`src/rtl/alarm_pkg.sv`:
```
// Shared types and default constants for the alarm sequencer and its timer.
package alarm_pkg;

  typedef enum logic [1:0] {
    IDLE    = 2'd0,
    ARMED   = 2'd1,
    RINGING = 2'd2,
    SNOOZE  = 2'd3
  } alarm_state_e;

  localparam int unsigned SNOOZE_SEC_DEF       = 300;
  localparam int unsigned RING_TIMEOUT_SEC_DEF = 60;
  localparam int unsigned MAX_SNOOZE_DEF       = 3;

  // Alarm fires only on the second boundary of the programmed hour:minute.
  function automatic logic is_alarm_time(
    input logic [7:0] hrs,
    input logic [7:0] min,
    input logic [7:0] sec,
    input logic [7:0] alarm_hrs,
    input logic [7:0] alarm_min
  );
    return (hrs == alarm_hrs) && (min == alarm_min) && (sec == 8'd0);
  endfunction

endpackage

```
`src/rtl/alarm_sequencer_tick_countdown.sv`:
```
// Loadable down-counter stepped by a tick enable; saturates at zero.
// zero_o flags the tick that takes the count from 1 to 0.
module tick_countdown #(
  parameter int unsigned LOAD_VAL = 300,
  parameter int unsigned W        = $clog2(LOAD_VAL + 1)
) (
  input  logic clk_i,
  input  logic rst_ni,
  input  logic clr_i,
  input  logic load_i,
  input  logic tick_i,
  output logic zero_o
);

  logic [W-1:0] count_q;
  logic [W-1:0] count_d;

  always_comb begin
    count_d = count_q;
    if (clr_i) begin
      count_d = '0;
    end else if (load_i) begin
      count_d = W'(LOAD_VAL);
    end else if (tick_i && (count_q != '0)) begin
      count_d = count_q - W'(1);
    end
  end

  assign zero_o = tick_i && (count_q == W'(1)) && !clr_i && !load_i;

  always_ff @(posedge clk_i or negedge rst_ni) begin
    if (!rst_ni) begin
      count_q <= '0;
    end else begin
      count_q <= count_d;
    end
  end

endmodule

```
`src/rtl/alarm_sequencer.sv`:
```
// Alarm clock sequencer: arm/ring/snooze/stop control with ring timeout,
// limited snoozes per event and a sticky missed-alarm flag.
module alarm_sequencer
  import alarm_pkg::*;
#(
  parameter int unsigned SNOOZE_SEC       = SNOOZE_SEC_DEF,
  parameter int unsigned RING_TIMEOUT_SEC = RING_TIMEOUT_SEC_DEF,
  parameter int unsigned MAX_SNOOZE       = MAX_SNOOZE_DEF
) (
  input  logic       CLK,
  input  logic       reset_n,
  input  logic       tick_1hz,
  input  logic [7:0] hrs,
  input  logic [7:0] min,
  input  logic [7:0] sec,
  input  logic [7:0] alarm_hrs,
  input  logic [7:0] alarm_min,
  input  logic       arm,
  input  logic       snooze_key,
  input  logic       stop_key,
  output logic [1:0] state,
  output logic       buzzer,
  output logic       ringing,
  output logic [1:0] snoozes_used,
  output logic       missed
);

  localparam int unsigned RW = $clog2(RING_TIMEOUT_SEC + 1);
  localparam int unsigned UW = $clog2(MAX_SNOOZE + 1);

  alarm_state_e state_q, state_d;
  logic          buzz_q, buzz_d;
  logic [RW-1:0] ring_q, ring_d;
  logic [UW-1:0] used_q, used_d;
  logic          missed_q, missed_d;
  logic          snz_prev_q, stop_prev_q;

  logic          match;
  logic          snz_edge, stop_edge;
  logic [RW-1:0] ring_inc;
  logic          tmr_clr, tmr_load, tmr_tick, tmr_zero;

  assign match     = tick_1hz && is_alarm_time(hrs, min, sec, alarm_hrs, alarm_min);
  assign snz_edge  = snooze_key && !snz_prev_q;
  assign stop_edge = stop_key && !stop_prev_q;
  assign ring_inc  = ring_q + RW'(1);

  tick_countdown #(
    .LOAD_VAL (SNOOZE_SEC)
  ) u_snooze_timer (
    .clk_i  (CLK),
    .rst_ni (reset_n),
    .clr_i  (tmr_clr),
    .load_i (tmr_load),
    .tick_i (tmr_tick),
    .zero_o (tmr_zero)
  );

  always_ff @(posedge CLK or negedge reset_n) begin
    if (!reset_n) begin
      state_q     <= IDLE;
      buzz_q      <= 1'b0;
      ring_q      <= '0;
      used_q      <= '0;
      missed_q    <= 1'b0;
      // A key held through reset release must not register as a press.
      snz_prev_q  <= 1'b1;
      stop_prev_q <= 1'b1;
    end else begin
      state_q     <= state_d;
      buzz_q      <= buzz_d;
      ring_q      <= ring_d;
      used_q      <= used_d;
      missed_q    <= missed_d;
      snz_prev_q  <= snooze_key;
      stop_prev_q <= stop_key;
    end
  end

  // Priority: disarm, then stop, then an accepted snooze, then tick-driven work.
  // A snooze press that is not accepted falls through as if absent.
  always_comb begin
    state_d  = state_q;
    buzz_d   = buzz_q;
    ring_d   = ring_q;
    used_d   = used_q;
    missed_d = missed_q;
    tmr_clr  = 1'b0;
    tmr_load = 1'b0;
    tmr_tick = 1'b0;

    if (!arm) begin
      state_d = IDLE;
      buzz_d  = 1'b0;
      ring_d  = '0;
      used_d  = '0;
      tmr_clr = 1'b1;
    end else if (stop_edge) begin
      state_d  = ARMED;
      missed_d = 1'b0;
      if ((state_q == RINGING) || (state_q == SNOOZE)) begin
        buzz_d  = 1'b0;
        used_d  = '0;
        tmr_clr = 1'b1;
      end
    end else if (snz_edge && (state_q == RINGING) && (used_q < UW'(MAX_SNOOZE))) begin
      state_d  = SNOOZE;
      buzz_d   = 1'b0;
      used_d   = used_q + UW'(1);
      tmr_load = 1'b1;
    end else begin
      unique case (state_q)
        IDLE: state_d = ARMED;
        ARMED: begin
          if (match) begin
            state_d = RINGING;
            buzz_d  = 1'b1;
            ring_d  = '0;
            used_d  = '0;
          end
        end
        RINGING: begin
          if (tick_1hz) begin
            ring_d = ring_inc;
            if (ring_inc == RW'(RING_TIMEOUT_SEC)) begin
              state_d  = ARMED;
              buzz_d   = 1'b0;
              missed_d = 1'b1;
            end else begin
              buzz_d = !buzz_q;
            end
          end
        end
        SNOOZE: begin
          tmr_tick = tick_1hz;
          if (tmr_zero) begin
            state_d = RINGING;
            buzz_d  = 1'b1;
            ring_d  = '0;
          end
        end
        default: state_d = IDLE;
      endcase
    end
  end

  always_comb begin
    state        = state_q;
    ringing      = (state_q == RINGING);
    buzzer       = buzz_q;
    snoozes_used = 2'(used_q);
    missed       = missed_q;
  end

endmodule

```
`config.mk`:
```
export PLATFORM = sky130hd
export DESIGN_NAME = alarm_sequencer
export DESIGN_NICKNAME = d
export VERILOG_FILES = /design/src/rtl/alarm_pkg.sv /design/src/rtl/alarm_sequencer_tick_countdown.sv /design/src/rtl/alarm_sequencer.sv
export SDC_FILE = /design/constraint.sdc
export NUM_CORES = 1
export LEC_CHECK = 0
export CAP_MARGIN = 20
export CORE_ASPECT_RATIO = 1.75
export CORE_UTILIZATION = 40
export CTS_CLUSTER_SIZE = 20
export DETAILED_ROUTE_END_ITERATION = 10
export MAX_ROUTING_LAYER = met4
export PLACE_DENSITY = 0.71
export SLEW_MARGIN = 20
export SYNTH_ARGS = -nofsm -noshare
export SYNTH_HDL_FRONTEND = slang
export SYNTH_SLANG_ARGS = --single-unit
```
`constraint.sdc`:
```
create_clock -name CLK -period 4.25 [get_ports CLK]
set_input_delay 0.425 -clock CLK [delete_from_list [all_inputs] [get_ports CLK]]
set_output_delay 0.425 -clock CLK [all_outputs]
set_load 0.005 [all_outputs]
```
==> impl_metrics.yaml, run 1 <==
run_status:
  status: "completed"
die:
  start_util: 0.428
  num_io_pins: 53
  core_um2: 3700
  rows: 29
  die_h_um: 85.2
  die_w_um: 49.6
  die-area_um2: 4220
worst_setup_path:
  arrival_ps: 2770
  cp_cell_sequence: "or4_4 -> or4_4 -> or3_1 -> a31oi_1 -> o21ai_0 -> or3_1"
  end_kind: "flop"
  slowest_stage: "or4_4"
  crit_type: "flop to flop"
  worstPathRequired_ps: 4400
  setup.worst_path.start_class: "flop"
  cp_slowest_stage_delay_ps: 550
  worstPathMaxFanout: 4
grt:
  antenna_found_initial: 0
  gr-total-overflow: 0
  grt_max_degree: 24
  grt_usage: 0.216
  grt_pass1_wl_um: 6880
  grt_pass1_vias: 1570
clock_tree:
  clockBufferDepth: 2
  numClockSinks: 23
  clockRootBuffer: "clkbuf_8"
  cts-buffers-inserted: 3
  post_cts_resized: 0
  cts_tree: "done"
  clkTransAtPathRegs_ps: 80
  clock_latency_ps: 270
  cts_setup_buffers: 0
  cts_hold_buf: 0
  cts-htree-levels: 1
synth:
  synth_edf_count: 0
  yosysSeqAreaShare: 0.365
  syn-num-nets: 235
  syn_avg_cell_area_um2: 8.60
  netlist_instances: 184
  synth_flop_cell: "dfrtp_1"
  ys_types: 45
  yosysWarnings: 0
  synth_area_um2: 1580
  synth_seq_cells: 23
  async_flop_share: 1.00
timing:
  setup-tns-final_ps: 0
  period_needed_ps: 2610
  hold_viol: 0
  relSlewSlack: 0.449
  period_share: 0.615
  setup-violations-final: 0
  timing.fmax_ghz: 0.383
  slew_viol_final: 0
  tightest_slew_ps: 824
  rsz0062_at_grt: "no"
  skew_ps: 1.52
worst_hold_path:
  hold_class: "primary input to async pin"
layout:
  diodes: 0
  fill_cells: 365
  multi_input_area_um2: 957
  drive_gt1_frac: 0.0681
  utilization: 0.589
  syn2layout_area_growth_pct: 37.8
  nNetsFinal: 287
  register_area_um2: 578
drt:
  wl_per_cell_um: 14.7
  ant_nets: 0
  drt-initial-drc-count: 25
  drc_errors: 0
  firstDrtPassIters: 4
  vias: 1535
  routed_wl_um: 4140
  viasPerCell: 5.46
pwr:
  p_leak_nw: 0.888
  vdd_drop_max_uv: 189
  powerDensity_nw_per_um2: 209
job:
  maxCapViolCount: 0
placed_design:
  dp.final_hpwl_um: 3350
  port_buffers: 52
  gp_congestion: 0.863
==> sequential cells by signal (all words and copies together), names as in the netlist <==
signal and count:
stop_prev_q 1, snz_prev_q 1, buzzer 1, state 2, missed 1, snoozes_used 2
u_snooze_timer.count_q 9, ring_q 6
==> layer usage <==
layer,GRT usage,share of wire,vias to the layer above
li1,-,-,768
met1,0.206,0.36,723
met2,0.421,0.59,32
met3,0.0179,0.018,12
met4,0.0909,0.027,0
met5,-,0,-
==> where the power goes <==
part,total [mW],leakage (nW),internal [mW],switching (mW)
Sequential,0.225,0.312,0.222,0.00329
Combinational,0.0910,0.551,0.0573,0.0337
Clock,0.138,0.0255,0.0656,0.0727
==> path summary, 6_finish.rpt <==
kind / slack [ps] / start / cells past startpoint / end
min in group CLK: 520 / u_snooze_timer.count_q[6]$_DFFE_PN0P_ / 1 / u_snooze_timer.count_q[6]$_DFFE_PN0P_
setup / recovery: 1640 / u_snooze_timer.count_q[3]$_DFFE_PN0P_ / 6 / ring_q[3]$_DFFE_PN0P_
hold reg to reg: 520 / u_snooze_timer.count_q[6]$_DFFE_PN0P_ / 1 / u_snooze_timer.count_q[6]$_DFFE_PN0P_
setup reg to reg: 1640 / u_snooze_timer.count_q[3]$_DFFE_PN0P_ / 6 / ring_q[3]$_DFFE_PN0P_
max in group asynchronous: 3770 / reset_n / 1 / snz_prev_q$_DFF_PN1_
hold / removal: 110 / reset_n / 1 / ring_q[4]$_DFFE_PN0P_
==> metrics by stage <==
step / worst slack (ps) / hold WS (ps) / area (um^2) / total power [mW] / instances
6_report: 1640 / 114 / 2180 / 0.455 / 281
5_1_grt: 1490 / 165 / 2180 / 0.474 / 281
4_1_cts: 1640 / 518 / 2190 / 0.461 / 281
3_5_place_dp: 1530 / 503 / 2140 / 0.322 / 277
3_3_place_gp: 1570 / 504 / 2140 / 0.321 / 277
2_1_floorplan: 1760 / 129 / 1580 / 0.262 / 184
==> logic make-up (layout without fill, tap and decap cells) <==
logic type / count (synthesis) / in the layout / share of synthesized area
AND/OR/NAND/NOR: 87 / 87 / 0.298
AO/OA/AOI/OAI: 36 / 36 / 0.145
flip-flops: 23 / 23 / 0.365
XOR/XNOR: 22 / 22 / 0.122
buffers and inverters: 11 / 62 / 0.0300
adder cells (fa/ha/maj): 5 / 5 / 0.0395
==> synth_stat cells, types with 2 or more instances <==
cell type | instances | share of area
dfrtp_1 | 21 | 0.33
buf_2 | 2 | 0.0063
or4_4 | 2 | 0.014
nor2_1 | 15 | 0.036
a21oi_1 | 8 | 0.025
or3_1 | 5 | 0.020
nor3b_1 | 3 | 0.014
dfstp_2 | 2 | 0.033
or3_2 | 2 | 0.0095
o21ai_0 | 11 | 0.035
clkbuf_1 | 3 | 0.0071
nor4_1 | 6 | 0.024
nor2b_1 | 3 | 0.012
xor2_1 | 2 | 0.011
ha_1 | 5 | 0.040
nand3_1 | 14 | 0.044
inv_1 | 5 | 0.012
a31oi_1 | 2 | 0.0079
nor3_1 | 3 | 0.0095
xnor2_1 | 20 | 0.11
a21boi_0 | 4 | 0.019
or2_2 | 2 | 0.0079
and3_1 | 2 | 0.0079
nand4_1 | 6 | 0.024
nand2_1 | 16 | 0.038
==> area by class of cell <==
cell class	instances	area share
Clock inverter	1	0.00229
Multi-Input combinational cell	150	0.439
Timing Repair Buffer	53	0.240
Sequential cell	23	0.265
Clock buffer	3	0.0189
Inverter	5	0.00861
Tap cell	46	0.0264
==> worst max-delay path: cells and delay by family, from the launching register on <==
kind,cells,cell delay (ps)
simple gates,4,1710
flops,1,420
compound gates,2,370
==> layout by cell type, fill, tap and decap left out, drive strengths merged, types with 7 or more instances in the layout <==
cell	count
dfrtp	21
clkdlybuf4s50	51
nand3	14
a21oi	8
nand2	16
xnor2	20
o21ai	11
or3	7
nor2	15
(Power assumes the default switching activity.)
==> inputs of run 2 (changes only) <==
clock period = 2.71 ns   (was 4.25 ns; I/O delays follow)
==> impl_metrics.yaml, run 2 (same netlist as run 1, synthesis figures left out) <==
run_status:
  status: "completed"
timing:
  period_share: 0.958
  slew_viol_final: 0
  period_needed_ps: 2590
  skew_ps: 3.85
  setup-tns-final_ps: 0
  relSlewSlack: 0.656
  tightest_slew_ps: 511
  setup-violations-final: 0
  rsz0062_at_grt: "no"
  hold_viol: 0
  timing.fmax_ghz: 0.385
clock_tree:
  clockRootBuffer: "clkbuf_8"
  cts_hold_buf: 0
  clkTransAtPathRegs_ps: 80
  clockBufferDepth: 2
  cts-htree-levels: 1
  numClockSinks: 23
  cts-buffers-inserted: 3
  clock_latency_ps: 260
  cts_tree: "done"
pwr:
  vdd_drop_max_uv: 291
  powerDensity_nw_per_um2: 319
  p_leak_nw: 0.905
  finalPower_uw: 708
layout:
  reg_top3: "u_snooze_timer.count_q (9), ring_q (6)"
  nNetsFinal: 291
  mostFrequentLayoutCell: "clkdlybuf4s50_1"
  largest_register_ffs: 9
  register_area_um2: 578
  syn2layout_area_growth_pct: 40.3
  utilization: 0.600
  design_area_um2: 2220
  drive_gt1_frac: 0.0795
  fill_cells: 355
  top_register: "u_snooze_timer.count_q"
  multi_input_area_um2: 963
  layout_common_cells: "clkdlybuf4s50_1, dfrtp_1, xnor2_1"
  diodes: 0
drt:
  met3_length_um: 102
  m1WireLength_um: 1570
  maxUsedRoutingLayer: "met4"
  routed_wl_um: 4220
  drt-initial-drc-count: 44
  wl_per_cell_um: 14.8
  drc_errors: 0
  wl_met2_um: 2490
  ant_nets: 0
  firstDrtPassIters: 4
  vias: 1575
  viasPerCell: 5.53
die:
  rows: 29
  die_w_um: 49.6
  core_um2: 3700
  start_util: 0.428
  die-area_um2: 4220
  die_h_um: 85.2
  num_io_pins: 53
worst_setup_path:
  crit_type: "flop to flop"
  cp_cell_sequence: "or4_4 -> or4_4 -> or3_1 -> a31oi_2 -> o21ai_0 -> or3_1"
  end_kind: "flop"
  arrival_ps: 2740
  worst-path-buf-inv: 0
  critPathTopFamily: "simple AND/OR/NAND/NOR gates"
  worstPathRequired_ps: 2850
  slowest_stage: "or4_4"
  setup.worst_path.start_class: "flop"
  cp_slowest_stage_delay_ps: 550
  worstPathMaxFanout: 4
placed_design:
  dpl_cell_area_um2: 2170
  dp.final_hpwl_um: 3400
  port_buffers: 52
  gp_congestion: 0.855
grt:
  grt_pass1_vias: 1575
  grt_max_degree: 24
  antenna_found_initial: 0
  gr-total-overflow: 0
  grt_pass1_wl_um: 7090
  grt_usage: 0.219
job:
  maxCapViolCount: 0
worst_hold_path:
  hold_class: "primary input to async pin"
## run 2: changes by cell type in the layout (fill, tap and decap cells not counted), sizes merged
cell	previous run	this run
clkinv	1	0
clkdlybuf4s50	51	52
buf	2	5
clkbuf	3	4
## run 2: report_power, final
group,switching [mW],internal (mW)
registers,0.00542,0.348
clock network,0.102,0.105
logic,0.0542,0.0928
## run 2: final cells by class
type                       count  share of cell area
multi-input combinational    150               0.434
sequential                    23               0.260
timing repair buffer          57               0.251
tap                           46              0.0259
clock buffer                   4              0.0203
inverter                       5             0.00845
## run 2: path summary, 6_finish.rpt
path                                                          to  depth (start not counted)  slack [ps]                                  start
setup / recovery                           ring_q[4]$_DFFE_PN0P_                          6         120  u_snooze_timer.count_q[3]$_DFFE_PN0P_
hold / removal                             ring_q[5]$_DFFE_PN0P_                          2         360                                reset_n
hold reg to reg            u_snooze_timer.count_q[6]$_DFFE_PN0P_                          1         520  u_snooze_timer.count_q[6]$_DFFE_PN0P_
max in group asynchronous                  stop_prev_q$_DFF_PN1_                          2        2060                                reset_n
min in group CLK                            snz_prev_q$_DFF_PN1_                          1         430                             snooze_key
setup reg to reg                           ring_q[4]$_DFFE_PN0P_                          6         120  u_snooze_timer.count_q[3]$_DFFE_PN0P_
## run 2: repair_timing
action | 4_1_cts | 5_1_grt
setup buffers | 0 | 0
endpoints found under the setup margin | 0 | 1
gates resized for setup | 0 | 1
## run 2: per-stage QoR
step	cells	setup slack, ps	hold slack (ps)
3_3_place_gp	281	154	502
4_1_cts	285	87.5	371
5_1_grt	285	25.6	390
6_report	285	115	363
2_1_floorplan	184	220	-24.6
3_5_place_dp	281	100	514
## run 2: layer usage
layer	global-route usage	up-vias
met5	-	-
met4	0.0649	0
met3	0.0161	7
met2	0.428	31
met1	0.222	762
li1	-	775
==> inputs of run 3 (changes only) <==
REMOVE_ABC_BUFFERS = 1   (was unset)
==> impl_metrics.yaml, run 3 (same netlist as run 1, synthesis figures left out) <==
run_status:
  status: "completed"
grt:
  grt_pass1_wl_um: 7140
  gr-total-overflow: 0
  antenna_found_initial: 0
  grt_pass1_vias: 1638
  grt_usage: 0.224
  grt_max_degree: 24
clock_tree:
  cts_tree: "done"
  clockBufferDepth: 2
  cts-buffers-inserted: 3
  cts-htree-levels: 1
  clkTransAtPathRegs_ps: 80
  clockRootBuffer: "clkbuf_8"
  numClockSinks: 23
  clock_latency_ps: 270
layout:
  final_cells: 285
  mostFrequentLayoutCell: "clkdlybuf4s50_1"
  reg_top3: "u_snooze_timer.count_q (9), ring_q (6)"
  largest_register_ffs: 9
  diodes: 0
  fill_cells: 346
  multi_input_area_um2: 963
  top_register: "u_snooze_timer.count_q"
  nNetsFinal: 291
  layout_common_cells: "clkdlybuf4s50_1, dfrtp_1, xnor2_1"
  drive_gt1_frac: 0.0837
  register_area_um2: 578
  syn2layout_area_growth_pct: 40.4
worst_setup_path:
  worstPathRequired_ps: 2860
  crit_type: "flop to flop"
  end_kind: "flop"
  slowest_stage: "or4_4"
  worstPathMaxFanout: 5
  worst-path-buf-inv: 0
  setup.worst_path.start_class: "flop"
  cp_slowest_stage_delay_ps: 530
  arrival_ps: 2770
  cp_cell_sequence: "or4_4 -> or4_4 -> or3_1 -> a31oi_2 -> o21ai_0 -> or3_1"
  critPathTopFamily: "simple AND/OR/NAND/NOR gates"
drt:
  maxUsedRoutingLayer: "met4"
  firstDrtPassIters: 4
  viasPerCell: 5.50
  wl_per_cell_um: 14.7
  wl_met2_um: 2500
  met3_length_um: 107
  drc_errors: 0
  vias: 1568
  drt-initial-drc-count: 46
  routed_wl_um: 4190
  m1WireLength_um: 1490
  ant_nets: 0
placed_design:
  gp_congestion: 0.904
  port_buffers: 52
  place_inst: 281
  dp.final_hpwl_um: 3410
pwr:
  vdd_drop_max_uv: 242
  p_leak_nw: 0.907
  finalPower_uw: 716
  powerDensity_nw_per_um2: 322
timing:
  timing.fmax_ghz: 0.382
  period_share: 0.967
  skew_ps: 2.23
  period_needed_ps: 2620
  tightest_slew_ps: 489
  rsz0062_at_grt: "no"
  setup-tns-final_ps: 0
  hold_viol: 0
  relSlewSlack: 0.671
  setup-violations-final: 0
  slew_viol_final: 0
die:
  die_w_um: 49.6
  die-area_um2: 4220
  num_io_pins: 53
  rows: 29
  die_h_um: 85.2
  core_um2: 3700
  start_util: 0.428
worst_hold_path:
  hold_class: "primary input to async pin"
job:
  maxCapViolCount: 0
[run 3: cell type report]
type / instances / share of cell area
clock buffers: 3 / 0.0186
multi-input cells: 150 / 0.434
clock inverters: 1 / 0.00225
flip-flops and latches: 23 / 0.260
well taps: 46 / 0.0259
inverters: 5 / 0.00845
repair buffers: 57 / 0.251
[run 3: routing by layer]
metal,GRT usage,vias to the layer above
met2,0.445,37
met1,0.212,742
met5,-,-
met3,0.0215,11
li1,-,778
met4,0.0805,0
[run 3: repair_timing]
action	in CTS	in global routing
gates resized for setup	0	1
hold buffers	0	0
setup endpoints to repair	0	2
setup buffers	0	0
[run 3: metrics by stage]
stage | hold WS (ps) | setup WS, ps | util | area (um^2)
3_5_place_dp | 523 | 102 | 0.586 | 2170
6_report | 349 | 90.6 | 0.600 | 2220
2_1_floorplan | -24.6 | 220 | - | 1550
5_1_grt | 384 | 2.15 | 0.600 | 2220
4_1_cts | 359 | 93.4 | 0.599 | 2220
3_3_place_gp | 515 | 155 | 0.586 | 2170
[run 3: path summary, 6_finish.rpt]
check,from,endpoint,slack (ps),cells after the start
max,u_snooze_timer.count_q[2]$_DFFE_PN0P_,ring_q[4]$_DFFE_PN0P_,90,6
min,reset_n,u_snooze_timer.count_q[4]$_DFFE_PN0P_,350,2
max reg2reg,u_snooze_timer.count_q[2]$_DFFE_PN0P_,ring_q[4]$_DFFE_PN0P_,90,6
min reg2reg,u_snooze_timer.count_q[6]$_DFFE_PN0P_,u_snooze_timer.count_q[6]$_DFFE_PN0P_,540,1
max in group asynchronous,reset_n,stop_prev_q$_DFF_PN1_,2080,2
min in group CLK,snooze_key,snz_prev_q$_DFF_PN1_,420,1
[run 3: report_power, final]
group	switching (mW)	total [mW]	internal, mW	leakage (nW)
logic	0.0545	0.147	0.0927	0.570
clock network	0.112	0.215	0.103	0.0255
registers	0.00570	0.354	0.348	0.312
total	0.172	0.716	0.544	0.907
==> edit 1, RTL diff (flow settings as in run 3) <==
Register the input `stop_key` before use, cleared by the reset. The logic sees it one clock later. The other inputs are not delayed to match.
--- a/src/rtl/alarm_sequencer.sv
+++ b/src/rtl/alarm_sequencer.sv
@@ -30,2 +30,12 @@
 
+  logic stop_key_q;
+
+  always_ff @(posedge CLK or negedge reset_n) begin
+    if (!reset_n) begin
+      stop_key_q <= '0;
+    end else begin
+      stop_key_q <= stop_key;
+    end
+  end
+
   alarm_state_e state_q, state_d;
@@ -44,3 +54,3 @@
   assign snz_edge  = snooze_key && !snz_prev_q;
-  assign stop_edge = stop_key && !stop_prev_q;
+  assign stop_edge = stop_key_q && !stop_prev_q;
   assign ring_inc  = ring_q + RW'(1);
@@ -75,3 +85,3 @@
       snz_prev_q  <= snooze_key;
-      stop_prev_q <= stop_key;
+      stop_prev_q <= stop_key_q;
     end
Check against the original RTL: not equivalent (Yosys sat finds a counterexample within 4 cycles, from zero or initial values and one cycle with reset_n low).
==> edit 1 against run 3 <==
Clock power up 51%; sequential cell count up 1; setup slack better by 450 ps; routed wire length down 5.4%; clock skew up 1.2 ps; first-iteration DRC count down 35%; total power up 27%; synthesized area up 2.1%; critical path depth down 3; die area up 2.1%; worst hold slack worse by 1.8 ps; cell area up 3.2%; via count up 0.51%; highest routed layer unchanged.
==> edit 1: results (changes against run 3) <==
outcome: finished, final reports clean
nets@finish: 289 (-0.69%)
Max FO, Critical Path: 11 (+6)
slew margin rel.: 68.6% (+1.6 points)
sequential share of the synthesized area: 37.3% (+0.78 points)
maximum VDD drop: 306 uV (+27%)
final hold slack: 347 ps (-1.81 ps)
routed length per instance: 13.9 um (-5.4%)
Post-synth top cells: dfrtp_1, xnor2_1, nand2_1, nor2_1, nand3_1
synth top area cells: dfrtp_1, xnor2_1, nand2_1, nor2_1, ha_1
first-pass GRT wire length: 6470 um (-9.5%)
post-detail-place hpwl: 3260 um (-4.3%)
R2R Setup Slk: 580 ps (+490 ps)
TritonCTS buffer count: 3 (unchanged)
dpl ws: 375 ps (+273 ps)
LEAKAGE: 0.928 nW (+2.2%)
WP data arrival: 1900 ps (-870 ps)
fillcell total: 332 (-4.0%)
skew final: 3.44 ps (+1.21 ps)
largest net degree at the start of global routing: 25 (+4.2%)
Ys Warns: 0 (unchanged)
number of antenna diodes: 0 (unchanged)
initial antenna violation count: 0 (unchanged)
number of synthesized flops with an enable pin: 0 (unchanged)
synth unique cells: 46 (+2.2%)
vias in the first global route: 1544 (-5.7%)
GRT Util Overall: 19.9% (-2.5 points)
CTS HTree Levels: 1 (unchanged)
fraction of layout cells with a size suffix above 1: 8.02% (-0.35 points)
GP Congestion: 0.828 (-8.5%)
worst skew pair latency: 280 ps
clock transition at the registers of the reported paths: 90 ps
Final WS setup: 543 ps (+452 ps)
drt initial violations: 30 (-35%)
via/cell ratio: 5.53 (+0.51%)
class of the worst hold path: in -> async
## edit 1: worst paths after layout
check / from / end / depth (start not counted)
max: state[1] / ringing / 3
min: reset_n / u_snooze_timer.count_q[6] / 2
max reg2reg: u_snooze_timer.count_q[5] / buzzer / 6
min reg2reg: stop_key_q / stop_prev_q / 0
max in group asynchronous: reset_n / stop_prev_q / 2
min in group CLK: stop_key_q / stop_prev_q / 0
## edit 1: where the power goes
group | internal (mW) | switching [mW]
registers | 0.373 | 0.0173
clock network | 0.198 | 0.126
logic | 0.117 | 0.0766
## edit 1: area by class of cell
class / instances / area share (%)
Clock buffer: 3 / 1.80
Clock inverter: 1 / 1.31
Inverter: 6 / 0.983
Multi-Input combinational cell: 145 / 42.3
Sequential cell: 24 / 26.3
Tap cell: 48 / 2.62
Timing Repair Buffer: 58 / 24.7
## edit 1: metal layers
metal,routed length [um],GRT usage (%)
met1,1440,18.7
met2,2320,40.4
met3,165,1.77
met4,38,5.45
met5,0,-
## edit 1: cell families (layout without fill, tap and decap cells)
logic type      count (synthesis)  in the layout  synth area share (%)
compound gates                 44             44                  19.4
xor+xnor                       21             21                  11.4
fa+ha+maj                       5              5                  3.87
buf+inv                        11             68                  2.71
flops                          24             24                  37.3
mux                             1              1                 0.697
simple gates                   74             74                  24.6
## edit 1: per-stage QoR
step | cells | util [%] | area, um2 | power [mW]
after floorplan | 175 | - | 1600 | 0.478
after global placement | 281 | 57.4 | 2220 | 0.591
after detailed placement | 281 | 57.4 | 2220 | 0.593
after CTS | 285 | 59.3 | 2290 | 0.914
after global routing | 285 | 59.3 | 2290 | 0.943
final | 285 | 59.3 | 2290 | 0.908
## edit 1: worst max-delay path, cell delays in order (launching register included)
cell	delay [ps]
dfrtp_1	560
nor2b_1	350
buf_4	200
clkdlybuf4s50_1	510
==> edit 2, RTL diff (config.mk and constraints of run 3) <==
Made on the original files. Set the package constant `SNOOZE_SEC_DEF` to 150 (it was 300).
--- a/src/rtl/alarm_pkg.sv
+++ b/src/rtl/alarm_pkg.sv
@@ -10,3 +10,3 @@
 
-  localparam int unsigned SNOOZE_SEC_DEF       = 300;
+  localparam int unsigned SNOOZE_SEC_DEF       = 150;
   localparam int unsigned RING_TIMEOUT_SEC_DEF = 60;
Formal check against the unedited RTL: same outputs for any inputs over 10 cycles, from zero or initial values and one cycle with reset_n low; that may be too few to reach the edited logic, so the function may still have changed.
==> edit 2 against run 3 <==
Critical path depth grew 2; sequential cell count fell by 1; count of clock-buffer cells in the layout is the same; synthesized area is 6.9% lower; critical endpoint is now buzzer; cell area down 2.8%; total power up 36%; critical path type unchanged; routed wire length is 14% lower; setup slack improved by 240 ps.
==> edit 2: results (changes against run 3) <==
syn_area_per_cell: 8.99 um2 (+4.5%)
vias in the first global route: 1414 (-14%)
via count: 1468 (-6.4%)
maximum VDD drop: 268 uV (+11%)
outcome: finished, final reports clean
setup bufs post-CTS: 0 (unchanged)
total net switching power: 0.258 mW (+50%)
R2R depth: 8 (+2)
drt initial violations: 30 (-35%)
Reg-to-Reg End: buzzer
met2 WL: 1980 um (-21%)
setup tns final: 0 ps (unchanged)
Ys Warns: 0 (unchanged)
placed cells: 264 (-6.0%)
GP Congestion: 0.850 (-6.0%)
fillcell total: 313 (-9.5%)
Comb power frac: 30.0% (+9.4 points)
Slowest-stage cell, CP: dfrtp_1
number of antenna diodes: 0 (unchanged)
dpl ws: 87.2 ps (-14.7 ps)
largest net degree at the start of global routing: 23 (-4.2%)
R2R Setup Slk: 330 ps (+240 ps)
Max FO, Critical Path: 3 (-2)
nets@finish: 275 (-5.5%)
met2 usage: 37.3% (-7.2 points)
post-detail-place hpwl: 3050 um (-11%)
final hold slack: 433 ps (+83.8 ps)
overall routed net length: 3610 um (-14%)
clock share of power: 31.4% (+1.4 points)
Area after DPL: 0.00208 mm2 (-3.9%)
LEAKAGE: 0.852 nW (-6.1%)
first-pass GRT wire length: 5880 um (-18%)
skew final: 2.81 ps (+0.576 ps)
hold path startpoint: snooze_key
met3 routed WL: 196 um (+83%)
routed length per instance: 13.4 um (-8.6%)
Critical R2R Launch: u_snooze_timer.count_q[1]
measured slew at the worst slew-check pin: 700 ps (+211 ps)
CP peak stage delay: 400 ps (-130 ps)
met1 Use GR: 22.4% (+1.2 points)
WHS Path Cells: 1
TritonRoute pass-1 iters: 4 (unchanged)
I/O Buffers: 52 (unchanged)
class of the worst hold path: in -> reg
Post-synth top cells: xnor2_1, dfrtp_1, nand2_1
biggest regs: u_snooze_timer.count_q (8), ring_q (6)
WP data arrival: 2530 ps (-240 ps)
sequential share of the synthesized area: 37.5% (+1.0 points)
fraction of layout cells with a size suffix above 1: 9.38% (+1.0 points)
synth unique cells: 43 (-4.4%)
Async SR Flop Fraction: 100% (unchanged)
worst skew pair latency: 260 ps
GRT Util Overall: 21.5% (-0.95 points)
synth top area cells: dfrtp_1, xnor2_1, nand3_1, nor3_1, dfstp_2
TritonCTS buffer count: 3 (unchanged)
GR met3 Demand/Resource: 4.35% (+2.2 points)
WL met1: 1350 um (-9.4%)
==> edit 2: worst max path at each step <==
stage	from	to	slack [ps]	depth (start not counted)
after floorplan	u_snooze_timer.count_q[4]	buzzer	470	6
after global placement	tick_1hz	buzzer	160	7
after detailed placement	tick_1hz	ring_q[4]	90	8
after CTS	u_snooze_timer.count_q[1]	buzzer	330	8
after global routing	u_snooze_timer.count_q[1]	buzzer	210	8
final	u_snooze_timer.count_q[1]	buzzer	330	8
==> edit 2: what timing repair did <==
action,in CTS,in global routing
endpoints found under the hold margin,0,20
endpoints found under the setup margin,0,0
hold buffers,0,1
resized for setup,0,0
==> edit 2: worst max-delay path: cells and delay by family, from the launching register on <==
family / cells / cell delay [ps]
AO/OA/AOI/OAI: 3 / 650
AND/OR/NAND/NOR: 2 / 580
flip-flops: 1 / 400
multiplexers: 1 / 360
adder cells (fa/ha/maj): 1 / 150
buffers and inverters: 1 / 110
==> edit 2: final cells by class <==
class	instances	share of cell area, %
multi-input combinational	134	41.2
inverter	5	0.869
clock inverter	1	1.39
tap	45	2.61
sequential	22	25.6
clock buffer	3	1.91
timing repair buffer	59	26.4
==> edit 2: metrics by stage <==
step	total power, mW	utilization [%]
2_1_floorplan	0.518	-
3_3_place_gp	0.671	60.7
3_5_place_dp	0.678	60.7
4_1_cts	0.985	62.8
5_1_grt	1.03	62.9
6_report	0.977	62.9
==> edit 2: cells by family (layout without fill, tap and decap cells) <==
kind of cell,count (synthesis),after routing,share of synthesized area (%)
XOR/XNOR,23,23,13.7
AO/OA/AOI/OAI,34,34,15.5
adder cells (fa/ha/maj),4,4,3.40
flip-flops,22,22,37.5
buffers and inverters,8,68,2.04
AND/OR/NAND/NOR,71,71,26.5
multiplexers,2,2,1.44
